===== src/rtl/swb_pkg.sv =====
// Shared types and width helpers for the store write buffer.
package swb_pkg;

    localparam int DEPTH_DEFAULT = 4;
    localparam int AW_DEFAULT    = 32;
    localparam int DW_DEFAULT    = 32;

    // One buffered store: word address (byte offset dropped) plus data.
    typedef struct packed {
        logic [AW_DEFAULT-3:0] waddr;
        logic [DW_DEFAULT-1:0] data;
    } swb_entry_t;

    function automatic int ptr_w(input int depth);
        return (depth > 1) ? $clog2(depth) : 1;
    endfunction

    function automatic int cnt_w(input int depth);
        return $clog2(depth + 1);
    endfunction

endpackage


===== src/rtl/swb_fwd_match.sv =====
// Priority matcher: youngest valid buffered store whose word address equals the load's.
module swb_fwd_match
    import swb_pkg::*;
#(
    parameter int DEPTH = DEPTH_DEFAULT,
    parameter int AW    = AW_DEFAULT,
    parameter int DW    = DW_DEFAULT
) (
    input  logic [AW-3:0]             ent_waddr [DEPTH],
    input  logic [DW-1:0]             ent_data  [DEPTH],
    input  logic [ptr_w(DEPTH)-1:0]   rd_ptr,
    input  logic [cnt_w(DEPTH)-1:0]   count,
    input  logic [AW-3:0]             ld_waddr,
    output logic                      hit,
    output logic [DW-1:0]             fwd_data
);

    localparam int PW = ptr_w(DEPTH);
    localparam int CW = cnt_w(DEPTH);

    logic [PW-1:0] idx;

    // Walk oldest to youngest; a later match overrides, so the youngest wins.
    always_comb begin
        hit      = 1'b0;
        fwd_data = '0;
        idx      = '0;
        for (int i = 0; i < DEPTH; i++) begin
            idx = rd_ptr + PW'(i);
            if ((CW'(i) < count) && (ent_waddr[idx] == ld_waddr)) begin
                hit      = 1'b1;
                fwd_data = ent_data[idx];
            end
        end
    end

endmodule


===== src/rtl/store_write_buffer.sv =====
// Posted-write FIFO between the core store port and the data-memory bus.
// Optional load forwarding is built only when STORE_WRITE_BUFFER_FWD_EN is defined.
module store_write_buffer
    import swb_pkg::*;
#(
    parameter int DEPTH = DEPTH_DEFAULT,
    parameter int AW    = AW_DEFAULT,
    parameter int DW    = DW_DEFAULT
) (
    input  logic                       clk,
    input  logic                       reset,
    input  logic                       st_valid,
    input  logic [AW-1:0]              st_addr,
    input  logic [DW-1:0]              st_data,
    input  logic [AW-1:0]              ld_addr,
    output logic                       ld_hit,
    output logic [DW-1:0]              ld_fwd_data,
    output logic                       bus_valid,
    input  logic                       bus_ready,
    output logic [AW-1:0]              bus_addr,
    output logic [DW-1:0]              bus_data,
    output logic                       full,
    output logic                       empty,
    output logic [$clog2(DEPTH+1)-1:0] count,
    output logic                       overflow
);

    localparam int PW = ptr_w(DEPTH);
    localparam int CW = cnt_w(DEPTH);

    logic [PW-1:0] wr_ptr;
    logic [PW-1:0] rd_ptr;
    logic [AW-3:0] mem_waddr [DEPTH];
    logic [DW-1:0] mem_data  [DEPTH];
    logic          enq;
    logic          deq;
    logic          drop;

    assign empty     = (count == '0);
    assign full      = (count == CW'(DEPTH));
    assign bus_valid = !empty;
    assign bus_addr  = {mem_waddr[rd_ptr], 2'b00};
    assign bus_data  = mem_data[rd_ptr];

    // A full buffer still accepts a store when the head leaves in the same cycle.
    assign deq  = bus_valid && bus_ready;
    assign enq  = st_valid && (!full || deq);
    assign drop = st_valid && full && !deq;

    always_ff @(posedge clk or posedge reset) begin
        if (reset) begin
            wr_ptr   <= '0;
            rd_ptr   <= '0;
            count    <= '0;
            overflow <= 1'b0;
        end else begin
            if (enq) wr_ptr <= wr_ptr + 1'b1;
            if (deq) rd_ptr <= rd_ptr + 1'b1;
            if (drop) overflow <= 1'b1;
            case ({enq, deq})
                2'b10:   count <= count + 1'b1;
                2'b01:   count <= count - 1'b1;
                default: count <= count;
            endcase
        end
    end

    // Entry storage is intentionally not reset.
    always_ff @(posedge clk) begin
        if (enq) begin
            mem_waddr[wr_ptr] <= st_addr[AW-1:2];
            mem_data[wr_ptr]  <= st_data;
        end
    end

`ifdef STORE_WRITE_BUFFER_FWD_EN
    logic unused_bits;
    assign unused_bits = ^{st_addr[1:0], ld_addr[1:0]};

    swb_fwd_match #(
        .DEPTH (DEPTH),
        .AW    (AW),
        .DW    (DW)
    ) u_fwd_match (
        .ent_waddr (mem_waddr),
        .ent_data  (mem_data),
        .rd_ptr    (rd_ptr),
        .count     (count),
        .ld_waddr  (ld_addr[AW-1:2]),
        .hit       (ld_hit),
        .fwd_data  (ld_fwd_data)
    );
`else
    logic unused_bits;
    assign unused_bits = ^{st_addr[1:0], ld_addr};

    assign ld_hit      = 1'b0;
    assign ld_fwd_data = '0;
`endif

endmodule


===== config.mk =====
export PLATFORM = sky130hd
export DESIGN_NAME = store_write_buffer
export DESIGN_NICKNAME = d
export VERILOG_FILES = /design/src/rtl/swb_pkg.sv /design/src/rtl/swb_fwd_match.sv /design/src/rtl/store_write_buffer.sv
export SDC_FILE = /design/constraint.sdc
export NUM_CORES = 1
export LEC_CHECK = 0
export BUFFER_PORTS_ARGS = -buffer_cell sky130_fd_sc_hd__buf_2
export CELL_PAD_IN_SITES_DETAIL_PLACEMENT = 0
export CELL_PAD_IN_SITES_GLOBAL_PLACEMENT = 1
export CORE_ASPECT_RATIO = 1.4
export CORE_UTILIZATION = 45
export CTS_CLUSTER_SIZE = 10
export DETAILED_ROUTE_END_ITERATION = 7
export PLACE_DENSITY = 0.87
export SETUP_SLACK_MARGIN = 0.05
export SLEW_MARGIN = 40
export SYNTH_ARGS = -nofsm -noshare
export SYNTH_HDL_FRONTEND = slang
export SYNTH_SLANG_ARGS = --single-unit

===== constraint.sdc =====
create_clock -name clk -period 3.3 [get_ports clk]
set_input_delay 0.33 -clock clk [delete_from_list [all_inputs] [get_ports clk]]
set_output_delay 0.33 -clock clk [all_outputs]
set_load 0.02 [all_outputs]

==> flow_summary.ini <==
[clocking]
cts_resized = 0
insertion_delay_ns = 0.52
postCtsSetupBuffers = 0
htreeDepth = 1
cts-root-buf = clkbuf_16
clk_path_buf_depth = 3
cts_tree = done
cts_sinks = 256
cts.clk_slew.worst_paths_ns = 0.06
holdBufCountCts = 27
cts_buffers = 29

[run]
maxCapViolCount = 0

[final_layout]
drive_gt1_share_pct = 39.65
final_common_cell = edfxtp_1
postLayoutCoreUtil_pct = 56.00
layout.nets = 711
area_growth_syn_to_layout_pct = 21.82
most-common-layout-cells = edfxtp_1, buf_2, mux4_2, conb_1, clkbuf_16
stdcell_area_sq_um = 11870
instances_no_fill = 889
n_fill_cell = 1557

[floorplanning]
num_rows = 63
pin_count = 204
fp.dieW_um = 126.4
fp.coreArea_sq_um = 21200
initial_utilization_pct = 45.97
die_area_sq_um = 22260
die_h_um = 176.1

[grt]
grt_remaining_overflow = 0
grt_pass1_wl_um = 26500
grt_pass1_vias = 5001
grt_max_degree = 41
grt_use_total_pct = 15.77
antenna_found_initial = 0

[placed_design]
place_area_sq_um = 10770
gp_congestion = 0.7210
post-place-ws_ns = 1.156
hpwl_um = 10830
dpl.cell_count = 807
port-buffer-count = 134

[sta]
slew_headroom_pct = 55.33
rsz0062_at_grt = no
setup_slack_ns = 0.6658
fin_skew_ns = 0.01320
post-route-period-util_pct = 79.83
report.final.slew_viol_count = 0
max_freq_mhz = 379.6
fin_crit_ns = 2.634
hold_slack_ns = 0.02699
tightest_slew_ns = 0.6700
hold_viol = 0
finalSetupViolCount = 0
final.setup.tns_ns = 0

[logic_synthesis]
synth_compound_area_share_pct = 0.7831
yosys.area_share.adder_pct = 0.7189
synthCells = 419
synthSimpleGateAreaFrac_pct = 1.117
yosysTopAreaCellShare_pct = 76.41
synth_area_leaders = edfxtp_1, mux4_2, buf_4
yosysSeqAreaShare_pct = 78.46
netlist_area_sq_um = 9747
yosys_warnings = 0
ys_types = 34
yosys_register_bits = 256
synth_top_family_by_area = multiplexers
yosys.area.top_type = edfxtp_1
synth.avg_cell_area_sq_um = 23.26
synthXorXnorAreaFrac_pct = 0.4493
synth_mux_area_share_pct = 14.48

[route]
wl_um = 17310
drtAntennaViolNets = 0
routedWlPerCell_um = 19.47
firstDrtPassIters = 5
vias_per_cell = 5.137
num_vias = 4567
drc = 0
drtIter0Drc = 272

[pwr]
power.leakage_nw = 4.197
seqPwrFrac_pct = 42.4
p_int_mw = 7.432
pwr-share-clk_pct = 25.5
p_comb_share_pct = 32.0
total_power_mw = 10.83
swShare_pct = 31.35
p_switching_mw = 3.394
powerDensity_nw_per_um2 = 911.7
ir_drop_uv = 541.4

[critical_path]
startpoint_type = register
critPathMaxStageDelay_ns = 0.67
setup.worst_path.class = reg2out
path_cells = buf_4 -> mux4_2 -> buf_2
crit_arrival_ns = 2.30
cp_max_fo = 18
cpMaxStageDelayCell = dfrtp_4
crit_buf_inv = 2
cp_data_required_time_ns = 2.97
critPathCaptureType = output port
critical-path-top-delay-family = flip-flops

[hold_path]
worst_hold_path_type = in2reg

[status]
outcome = completed
-- final timing paths --
check                            startpoint              end  slack (ns)  cells after the start
worst max-delay path              rd_ptr[0]      bus_data[8]        0.67                      3
worst min-delay path            st_data[19]  mem_data[2][19]        0.03                      1
worst max register to register     count[0]         count[2]        1.27                      6
worst min register to register     overflow         overflow        0.47                      1
max in group asynchronous             reset        rd_ptr[0]        2.72                      3
min in group asynchronous             reset         count[2]        0.31                      3
-- flip-flops by register name, indices dropped and copies added (netlist names) --
signal,count
overflow,1
mem_data,128
count,3
wr_ptr,2
rd_ptr,2
mem_waddr,120
-- cell usage after synthesis --
master,n
a21boi_0,1
a21oi_1,1
a31o_2,1
a31oi_1,1
and2_2,4
and3_1,1
buf_1,5
buf_2,8
buf_4,37
buf_6,1
clkbuf_1,1
conb_1,1
dfrtp_1,8
edfxtp_1,248
fa_1,1
ha_1,4
inv_1,9
mux2_4,1
mux4_2,62
nand2_1,3
nand3_1,1
nand3b_1,1
nor2_1,4
nor4b_1,1
o21a_1,1
o21a_4,1
o21ai_0,2
o31ai_1,1
o41ai_1,1
or3_2,1
or3b_1,1
or3b_2,1
xnor2_1,4
xor2_1,1
-- cell families after synthesis --
kind of cell             after synthesis
AO/OA/AOI/OAI                         10
adder cells (fa/ha/maj)                5
other                                  1
flip-flops                           256
buffers and inverters                 61
multiplexers                          63
XOR/XNOR                               5
AND/OR/NAND/NOR                       18
-- cell type report --
type                       count  area, sq um  area share, %
antenna                        1        2.502        0.02107
clock buffer                  52        812.0          6.839
clock inverter                 1        5.005        0.04215
inverter                       9        33.78         0.2845
multi-input combinational    136         1847          15.55
sequential                   256         7652          64.45
tap                          260        325.3          2.740
timing repair buffer         174         1196          10.07
-- metal layers --
layer	part of all wire, %	vias up	global-route usage (%)
li1	-	2031	-
met1	37	2333	17.85
met2	55	176	29.79
met3	5.6	27	3.303
met4	1.6	0	4.468
met5	0	-	0
-- power groups by stage --
| stage | Clock (mW) | Combinational, mW | Sequential [mW] |
|---|---|---|---|
| after global routing | 2.96 | 3.71 | 4.66 |
| final | 2.76 | 3.47 | 4.59 |
| after global placement | 0 | 3.29 | 4.62 |
| after floorplan | 0 | 2.45 | 4.50 |
| after CTS | 2.84 | 3.54 | 4.61 |
| after detailed placement | 0 | 3.50 | 4.67 |
Power figures use the tool's default switching activity.
